===== src/rtl/alu_wb_buffer_pkg.sv =====
// Shared types and constants for the ALU writeback buffer.
// Optional feature macro: ALU_WB_BYPASS_EN (see alu_wb_buffer.sv).
package alu_wb_buffer_pkg;

  localparam int unsigned XLEN          = 32;
  localparam int unsigned TRANS_ID_BITS = 4;
  localparam int unsigned WB_MIN_DEPTH  = 2;

  typedef struct packed {
    int unsigned XLEN;
    int unsigned TRANS_ID_BITS;
  } cfg_t;

  localparam cfg_t cva6_cfg_empty = '{
    XLEN:          XLEN,
    TRANS_ID_BITS: TRANS_ID_BITS
  };

  typedef struct packed {
    logic [TRANS_ID_BITS-1:0] trans_id;
    logic [XLEN-1:0]          result;
    logic                     src_mul;
  } wb_entry_t;

  function automatic bit wb_depth_ok(input int unsigned d);
    return (d >= WB_MIN_DEPTH) && ((d & (d - 1)) == 0);
  endfunction

endpackage


===== src/rtl/alu_wb_buffer_fifo.sv =====
// Dual-push / single-pop circular FIFO of writeback entries.
// Push port 0 is written before push port 1 when both fire.
module alu_wb_buffer_fifo
  import alu_wb_buffer_pkg::*;
#(
  parameter int unsigned DEPTH = 4,
  localparam int unsigned PW   = $clog2(DEPTH),
  localparam int unsigned CW   = $clog2(DEPTH) + 1
) (
  input  logic          clk_i,
  input  logic          rst_ni,
  input  logic          clr_i,
  input  logic          push0_i,
  input  wb_entry_t     data0_i,
  input  logic          push1_i,
  input  wb_entry_t     data1_i,
  input  logic          pop_i,
  output wb_entry_t     head_o,
  output logic [CW-1:0] count_o
);

  wb_entry_t     mem_q [DEPTH];
  logic [PW-1:0] wptr_q, wptr_d;
  logic [PW-1:0] rptr_q, rptr_d;
  logic [CW-1:0] cnt_q, cnt_d;
  logic [PW-1:0] wptr1;
  logic [CW-1:0] npush;

  always_comb begin
    wptr1  = wptr_q + PW'(push0_i);
    npush  = CW'(push0_i) + CW'(push1_i);
    wptr_d = wptr_q + PW'(npush);
    rptr_d = rptr_q + PW'(pop_i);
    cnt_d  = cnt_q + npush - CW'(pop_i);
    if (clr_i) begin
      wptr_d = '0;
      rptr_d = '0;
      cnt_d  = '0;
    end
  end

  always_ff @(posedge clk_i or negedge rst_ni) begin
    if (!rst_ni) begin
      wptr_q <= '0;
      rptr_q <= '0;
      cnt_q  <= '0;
      for (int i = 0; i < DEPTH; i++) begin
        mem_q[i] <= '0;
      end
    end else begin
      wptr_q <= wptr_d;
      rptr_q <= rptr_d;
      cnt_q  <= cnt_d;
      if (!clr_i && push0_i) mem_q[wptr_q] <= data0_i;
      if (!clr_i && push1_i) mem_q[wptr1]  <= data1_i;
    end
  end

  assign head_o  = mem_q[rptr_q];
  assign count_o = cnt_q;

endmodule


===== src/rtl/alu_wb_buffer.sv =====
// ALU / multi-cycle result writeback buffer in front of the scoreboard.
// Define ALU_WB_BYPASS_EN for a zero-latency path when the FIFO is empty.
module alu_wb_buffer
  import alu_wb_buffer_pkg::*;
#(
  parameter int unsigned DEPTH   = 4,
  parameter cfg_t        CVA6Cfg = cva6_cfg_empty
) (
  input  logic                     clk_i,
  input  logic                     rst_ni,
  input  logic                     flush_i,
  input  logic                     alu_valid_i,
  output logic                     alu_ready_o,
  input  logic [TRANS_ID_BITS-1:0] alu_trans_id_i,
  input  logic [XLEN-1:0]          alu_result_i,
  input  logic                     mul_valid_i,
  input  logic [TRANS_ID_BITS-1:0] mul_trans_id_i,
  input  logic [XLEN-1:0]          mul_result_i,
  output logic                     wb_valid_o,
  input  logic                     wb_ready_i,
  output logic [TRANS_ID_BITS-1:0] wb_trans_id_o,
  output logic [XLEN-1:0]          wb_result_o,
  output logic                     wb_src_mul_o
);

  localparam int unsigned CW = $clog2(DEPTH) + 1;
  localparam logic [CW-1:0] DepthC = CW'(DEPTH);

  wb_entry_t     alu_e, mul_e, head;
  logic [CW-1:0] cnt, free;
  logic          empty, alu_push;
  logic          f_push0, f_push1, f_pop;
  logic          byp_mul, byp_alu;

  assign alu_e = '{trans_id: alu_trans_id_i,
                   result:   alu_result_i,
                   src_mul:  1'b0};
  assign mul_e = '{trans_id: mul_trans_id_i,
                   result:   mul_result_i,
                   src_mul:  1'b1};

  // One slot stays free so a same-cycle mul result always fits.
  assign free        = DepthC - cnt;
  assign empty       = (cnt == '0);
  assign alu_ready_o = (free >= CW'(2));
  assign alu_push    = alu_valid_i & alu_ready_o;

`ifdef ALU_WB_BYPASS_EN
  logic byp_ok;
  assign byp_ok  = empty & wb_ready_i & ~flush_i;
  assign byp_mul = byp_ok & mul_valid_i;
  assign byp_alu = byp_ok & alu_push & ~mul_valid_i;
`else
  assign byp_mul = 1'b0;
  assign byp_alu = 1'b0;
`endif

  assign f_push0 = mul_valid_i & ~byp_mul & ~flush_i;
  assign f_push1 = alu_push & ~byp_alu & ~flush_i;
  assign f_pop   = ~empty & wb_ready_i;

  alu_wb_buffer_fifo #(
    .DEPTH (DEPTH)
  ) u_fifo (
    .clk_i   (clk_i),
    .rst_ni  (rst_ni),
    .clr_i   (flush_i),
    .push0_i (f_push0),
    .data0_i (mul_e),
    .push1_i (f_push1),
    .data1_i (alu_e),
    .pop_i   (f_pop),
    .head_o  (head),
    .count_o (cnt)
  );

  always_comb begin
    wb_valid_o    = 1'b0;
    wb_trans_id_o = '0;
    wb_result_o   = '0;
    wb_src_mul_o  = 1'b0;
    unique case (1'b1)
      byp_mul: begin
        wb_valid_o    = 1'b1;
        wb_trans_id_o = mul_e.trans_id;
        wb_result_o   = mul_e.result;
        wb_src_mul_o  = 1'b1;
      end
      byp_alu: begin
        wb_valid_o    = 1'b1;
        wb_trans_id_o = alu_e.trans_id;
        wb_result_o   = alu_e.result;
        wb_src_mul_o  = 1'b0;
      end
      default: begin
        if (!empty) begin
          wb_valid_o    = 1'b1;
          wb_trans_id_o = head.trans_id;
          wb_result_o   = head.result;
          wb_src_mul_o  = head.src_mul;
        end
      end
    endcase
  end

  a_cfg : assert property (@(posedge clk_i)
    wb_depth_ok(DEPTH) &&
    CVA6Cfg.XLEN == XLEN &&
    CVA6Cfg.TRANS_ID_BITS == TRANS_ID_BITS);

  a_mul_ovf : assert property (@(posedge clk_i) disable iff (!rst_ni)
    !(f_push0 && cnt == DepthC));

  a_push_fit : assert property (@(posedge clk_i) disable iff (!rst_ni)
    (CW'(f_push0) + CW'(f_push1)) <= free);

endmodule


===== config.mk =====
export PLATFORM = sky130hd
export DESIGN_NAME = alu_wb_buffer
export DESIGN_NICKNAME = d
export VERILOG_FILES = /design/src/rtl/alu_wb_buffer_pkg.sv /design/src/rtl/alu_wb_buffer_fifo.sv /design/src/rtl/alu_wb_buffer.sv
export SDC_FILE = /design/constraint.sdc
export NUM_CORES = 1
export LEC_CHECK = 0
export CORE_MARGIN = 5
export CORE_UTILIZATION = 45
export DETAILED_ROUTE_END_ITERATION = 16
export GPL_ROUTABILITY_DRIVEN = 0
export GPL_TIMING_DRIVEN = 1
export HOLD_SLACK_MARGIN = 0.06
export PLACE_DENSITY = 0.7
export SLEW_MARGIN = 20
export SYNTH_ARGS = -nofsm -noshare
export SYNTH_HDL_FRONTEND = slang
export SYNTH_SLANG_ARGS = --single-unit

===== constraint.sdc =====
create_clock -name clk_i -period 3.2 [get_ports clk_i]
set_clock_uncertainty 0.2 [all_clocks]
set_input_delay 0.96 -clock clk_i [delete_from_list [all_inputs] [get_ports clk_i]]
set_output_delay 0.96 -clock clk_i [all_outputs]
set_load 0.01 [all_outputs]

# Word-level counts from Yosys, hierarchy flattened
# Index checks and enable logic that the tools add are counted.
# word_totals
ff_bits	155
latch_bits	0
mem_bits_rw	0
romBits	0
in_bits	78
out_inout_bits	39
word_cells	61
n_memories	0
# op_classes
add_sub_neg	7
n_mul	0
div_mod_pow	0
magnitude_cmp	6
eq_ne	0
shift	0
muxes	18
bitwise_logic	9
n_reduce_logical	6
# op_table
cell	n
148-bit bitwise mux	2
148-bit 2-to-1 mux	2
37-bit demux with 2-bit select	2
37-bit 2-to-1 mux	4
37-bit binary-select mux with 2-bit select	1
32-bit 2-to-1 mux	1
3-bit >= comparator (second input constant)	3
2-bit NOT with 3-bit output	3
3-bit by 1-bit < comparator with 1-bit output (second input constant)	2
2-bit by 1-bit adder with 2-bit output	2
1-bit AND	4
1-bit logical AND	4
2-bit 2-to-1 mux	2
4-bit 2-to-1 mux	1
3-bit adder	1
3-bit by 2-bit >= comparator with 1-bit output (second input constant)	1
3-bit logical NOT	1
3-bit 2-to-1 mux	1
3-bit by 1-bit subtractor with 3-bit output	1
3-bit subtractor (first input constant)	1
1-bit by 1-bit adder with 2-bit output	1
2-bit adder	1
1-bit 2-to-1 mux	2
1-bit NOT	2
1-bit logical NOT	1

# Depth between registers and ports, before layout
# Gate-level depths: netlist of the first run.
# depth
word_depth	10
ltp_mapped	12
mapped_depth_nobuf	12

# By module
# From an unflattened synthesis of the first run, not the netlist that was laid out.
# unflattened
hier_cells	620
hier_area_um2	9432.8
# by_module_without_submodules
module	instances	cells_per_inst	area_per_inst_um2
alu_wb_buffer_fifo	1	564	9007.4
alu_wb_buffer	1	56	425.4

# Least setup slack after synthesis of the first run
# Ideal clock, no wire load.
# synth_timing
path_type	input-to-reg
startpoint	input port flush_i
endpoint	register u_fifo.mem_q[118] (netlist name)
arrival_time_ns	2.676
required_ns	2.875
setup_slack_ns	0.199
cell_stages	7
path_buffers	3
path_cell_list	buf_2 -> nor2b_1 -> ha_1 -> or4_1 -> buf_4 -> buf_6 -> mux2_4
# synth_between
elab_chain_len	10
# synth_rtl
item	line_no	text
from (decl)	alu_wb_buffer.sv:11	input logic flush_i,
1-bit NOT	alu_wb_buffer.sv:58, alu_wb_buffer.sv:59	
1-bit AND	alu_wb_buffer.sv:58	assign f_push0 = mul_valid_i & ~byp_mul & ~flush_i;
2-bit by 1-bit adder with 2-bit output	alu_wb_buffer_fifo.sv:30	wptr1 = wptr_q + PW'(push0_i);
2-bit NOT with 3-bit output (not written as such)	alu_wb_buffer_fifo.sv:55	if (!clr_i && push1_i) mem_q[wptr1] <= data1_i;
3-bit >= comparator (not written as such) or 3-bit by 1-bit < comparator with 1-bit output (tied branches)	alu_wb_buffer_fifo.sv:55	
1-bit logical AND (not written as such)	alu_wb_buffer_fifo.sv:55	
37-bit 2-to-1 mux (not written as such)	alu_wb_buffer_fifo.sv:55	
37-bit demux with 2-bit select	alu_wb_buffer_fifo.sv:55	
148-bit bitwise mux	alu_wb_buffer_fifo.sv:55	
148-bit 2-to-1 mux (*)	alu_wb_buffer_fifo.sv:55	
to (signal, indexed assignment)	alu_wb_buffer_fifo.sv:54	if (!clr_i && push0_i) mem_q[wptr_q] <= data0_i;
to (signal, indexed assignment)	alu_wb_buffer_fifo.sv:55	
to (decl)	alu_wb_buffer_fifo.sv:22	wb_entry_t mem_q [DEPTH];
# Every way passes the cells marked *; elsewhere a longest branch is shown, timed or not.

# Final worst setup path of the first run
# layout_timing
startpoint	register u_fifo.rptr_q[0]
endpoint	output port wb_result_o[12]
# layout_between
elab_chain_len	5
# layout_rtl
item	line_no	text
from (decl)	alu_wb_buffer_fifo.sv:24	logic [PW-1:0] rptr_q, rptr_d;
from (signal assigned)	alu_wb_buffer_fifo.sv:52	rptr_q <= rptr_d;
2-bit NOT with 3-bit output (not written as such)	alu_wb_buffer_fifo.sv:59	assign head_o = mem_q[rptr_q];
37-bit binary-select mux with 2-bit select	alu_wb_buffer_fifo.sv:59	
37-bit 2-to-1 mux (not written as such) (2 in series)	alu_wb_buffer_fifo.sv:59	
32-bit 2-to-1 mux	alu_wb_buffer.sv:96	if (!empty) begin
to (decl)	alu_wb_buffer.sv:22	output logic [XLEN-1:0] wb_result_o,
# No other way between the ends. The select of a mux whose other input is x is not followed.

==> summary.txt, run 1 <==
slew at the pin closest to its max-slew limit: 0.513 ns
Seq cells post-synth: 155
highest metal layer with signal wires: met4
Crit. End Element: output pin
Routed met1 length: 9460 µm
run status: complete, but fails checks
worst relative slew slack: 65.8%
antenna violations before repair: 1
number of standard cells after synthesis: 613
wire length reported by the detailed router: 23000 µm
placed insts: 999
placeable core region: 0.0200 mm²
number of remaining DRC errors: 0
TritonCTS Buffers: 17
die width: 152 µm
Critical Path Start Type: register
ratio of final minimum period to clock period: 104%
Mapped Area: 0.00908 mm²
Std-Cell Rows: 52
Post-Syn Area per Cell: 14.8 µm²
Final Core Density: 58.7%
initial cell density of the core: 45.3%
growth of design area from synthesis to finish: 29.5%
setup slack of the critical path after layout: -0.128 ns
routed length on met2: 12500 µm
area of the die: 0.0231 mm²
HPWL after detailed placement: 14900 µm
via density per instance: 5.50
Port Buf Inserts: 116
insertion delay to the later sink of the worst-skew pair: 0.41 ns
failing checks: negative setup slack
grt ovf: 0
Pre-antenna DRT Iters: 6
classification of the worst setup path: register to output pin
Peak supply drop: 0.441 mV
global-route wire length before repair: 36600 µm
Sinks on Clock Net: 155
Worst EP required: 2.04 ns
cell area after layout: 0.0118 mm²
post-placement setup slack: -0.397 ns
max-capacitance violation count: 0
fin. max-slew vios: 0
FMAX: 300 MHz
layout cells sized above 1: 57.3%
overall die height: 152 µm
mean routed wirelength per cell: 22.0 µm
Hold Path Class: input port to asynchronous set/reset pin
Hold Vio Cnt, Final: 0
number of nets still failing antenna checks after routing: 0
via count of the first global-routing pass: 6612
Total Routing Usage GR: 20.0%
portion of the post-synthesis area used by sequential elements: 42.7%
maximum number of pins on one net before global-route repair: 56
top fanout value on the critical path: 8
hold slack: 0.286 ns
number of nets in the synthesized netlist: 702
Detail Route met3 WL: 786 µm
clk slew on worst S/H paths: 0.06 ns
slack of the worst reg-to-reg path: 0.48 ns
I/O Pins: 117
Synth warnings: 0
Arr. time, crit path: 2.17 ns
Pleak: 5.25 nW
clock tree from TritonCTS: yes
pwr/cell area: 917 mW/mm²
Max clock buf depth: 2
via count of the routed design: 5768
Starting DRT DRC Count: 234
unrepaired setup endpoints after global routing: yes
count of H-tree levels built during CTS: 4
count of different cell masters after synthesis: 27
root buffer selected by CTS: sky130_fd_sc_hd__clkbuf_16
number of failing setup endpoints in the final timing report: 15
cell area after placement: 0.0109 mm²
filler-free cell count of the finished design: 1048
Net count, final: 854
minimum clock period: 3.33 ns
-- cells in the final DEF (no fill, tap or decap), drive strengths merged --
master | Yosys | final
a21boi | 1 | 1
and2 | 37 | 37
buf | 39 | 66
bufinv | 0 | 3
clkbuf | 5 | 21
clkdlybuf4s15 | 0 | 7
clkdlybuf4s50 | 0 | 77
clkinv | 0 | 5
clkinvlp | 0 | 2
dfrtp | 155 | 155
diode | 0 | 1
dlygate4sd2 | 0 | 21
dlymetal6s2s | 0 | 3
fa | 1 | 1
ha | 10 | 10
inv | 9 | 12
mux2 | 288 | 288
mux4 | 37 | 37
nand2b | 1 | 1
nand4 | 2 | 2
nand4b | 1 | 1
nor2 | 5 | 5
nor2b | 6 | 6
nor3b | 1 | 1
nor4b | 1 | 1
nor4bb | 2 | 2
o21a | 3 | 3
or4 | 2 | 2
xnor2 | 5 | 5
xor2 | 2 | 2
-- worst max-delay path, cell delays in order (launching register included) --
cell,delay (ns)
sky130_fd_sc_hd__dfrtp_2,0.42
sky130_fd_sc_hd__buf_8,0.17
sky130_fd_sc_hd__mux4_2,0.52
sky130_fd_sc_hd__and2_1,0.17
sky130_fd_sc_hd__clkdlybuf4s50_1,0.47
-- final cells by class --
type	instances	area, µm²
antenna	1	2.50
clock buffer	18	439
clock inverter	13	168
fill	1625	8270
inverter	9	36.3
multi-input combinational	405	5020
sequential	155	3880
tap	270	338
timing repair buffer	177	1880
-- stage by stage --
| step | power [mW] | TNS (ns) |
|---|---|---|
| 3_3_place_gp | 8.32 | -25.93 |
| 6_report | 10.8 | -0.464 |
| 3_5_place_dp | 8.58 | -28.97 |
| 5_1_grt | 11.4 | -1.88 |
| 2_1_floorplan | 6.76 | 0 |
| 4_1_cts | 10.8 | -1.95 |
-- timing repair --
| action | CTS | global route |
|---|---|---|
| setup buffers | 10 | 5 |
| gates resized for setup | 82 | 15 |
| gates cloned | 2 | 1 |
| pin swaps | 0 | 1 |
| setup endpoints to repair | 39 | 51 |
| hold buffers | 0 | 0 |
-- layer usage --
layer  global-route usage (%)  vias up
met4                     5.95        0
met2                     35.9      122
li1                         -     2583
met5                        0        -
met1                     24.3     3036
met3                     3.95       27
-- where the power goes --
part           internal, mW  leakage [nW]  total [mW]  switching, mW
clock                  1.25         0.293        2.07          0.823
sequential             2.91          1.89        3.42          0.509
combinational          3.42          3.06        5.29           1.87
total                  7.59          5.25        10.8           3.20
-- registers in the layout, indices dropped and copies added (netlist names) --
| signal | cells |
|---|---|
| u_fifo.mem_q | 148 |
| u_fifo.count_o | 3 |
| u_fifo.rptr_q | 2 |
| u_fifo.wptr_q | 2 |
-- synthesized netlist by cell type --
cell | n | area [µm²]
sky130_fd_sc_hd__a21boi_0 | 1 | 7.51
sky130_fd_sc_hd__and2_1 | 37 | 231
sky130_fd_sc_hd__buf_1 | 2 | 7.51
sky130_fd_sc_hd__buf_2 | 28 | 140
sky130_fd_sc_hd__buf_4 | 2 | 15.0
sky130_fd_sc_hd__buf_6 | 7 | 78.8
sky130_fd_sc_hd__clkbuf_1 | 5 | 18.8
sky130_fd_sc_hd__dfrtp_1 | 155 | 3880
sky130_fd_sc_hd__fa_1 | 1 | 20.0
sky130_fd_sc_hd__ha_1 | 10 | 125
sky130_fd_sc_hd__inv_1 | 9 | 33.8
sky130_fd_sc_hd__mux2_1 | 5 | 56.3
sky130_fd_sc_hd__mux2_2 | 225 | 2530
sky130_fd_sc_hd__mux2_4 | 58 | 871
sky130_fd_sc_hd__mux4_2 | 37 | 833
sky130_fd_sc_hd__nand2b_1 | 1 | 6.26
sky130_fd_sc_hd__nand4_2 | 2 | 25.0
sky130_fd_sc_hd__nand4b_1 | 1 | 8.76
sky130_fd_sc_hd__nor2_1 | 5 | 18.8
sky130_fd_sc_hd__nor2b_1 | 6 | 37.5
sky130_fd_sc_hd__nor3b_1 | 1 | 7.51
sky130_fd_sc_hd__nor4b_1 | 1 | 8.76
sky130_fd_sc_hd__nor4bb_1 | 2 | 20.0
sky130_fd_sc_hd__o21a_1 | 3 | 22.5
sky130_fd_sc_hd__or4_1 | 2 | 15.0
sky130_fd_sc_hd__xnor2_1 | 5 | 43.8
sky130_fd_sc_hd__xor2_1 | 2 | 17.5
-- cell families (layout without fill, tap and decap cells) --
family,after synthesis,count (layout),share of synthesized area (%)
compound gates,4,4,0.331
xor+xnor,7,7,0.675
fa+ha+maj,11,11,1.60
buf+inv,53,217,3.24
flops,155,155,42.7
mux,325,325,47.3
other cells,0,1,0
simple gates,58,58,4.17
-- final timing paths --
| path | endpoint | depth (start not counted) | from |
|---|---|---|---|
| hold reg to reg | u_fifo.mem_q[37] | 1 | u_fifo.mem_q[37] |
| min in group clk_i | u_fifo.mem_q[37] | 1 | u_fifo.mem_q[37] |
| hold / removal | u_fifo.mem_q[134] | 1 | rst_ni |
| max in group asynchronous | u_fifo.rptr_q[0] | 2 | rst_ni |
| setup / recovery | wb_result_o[12] | 4 | u_fifo.rptr_q[0] |
| setup reg to reg | u_fifo.count_o[2] | 12 | u_fifo.count_o[1] |
Power figures use the tool's default switching activity.
==> inputs of run 2 (changes only) <==
- CTS_CLUSTER_SIZE: default -> 12
==> results of run 2 <==
No change in the layout: final DEF, timing and power equal those of run 1.
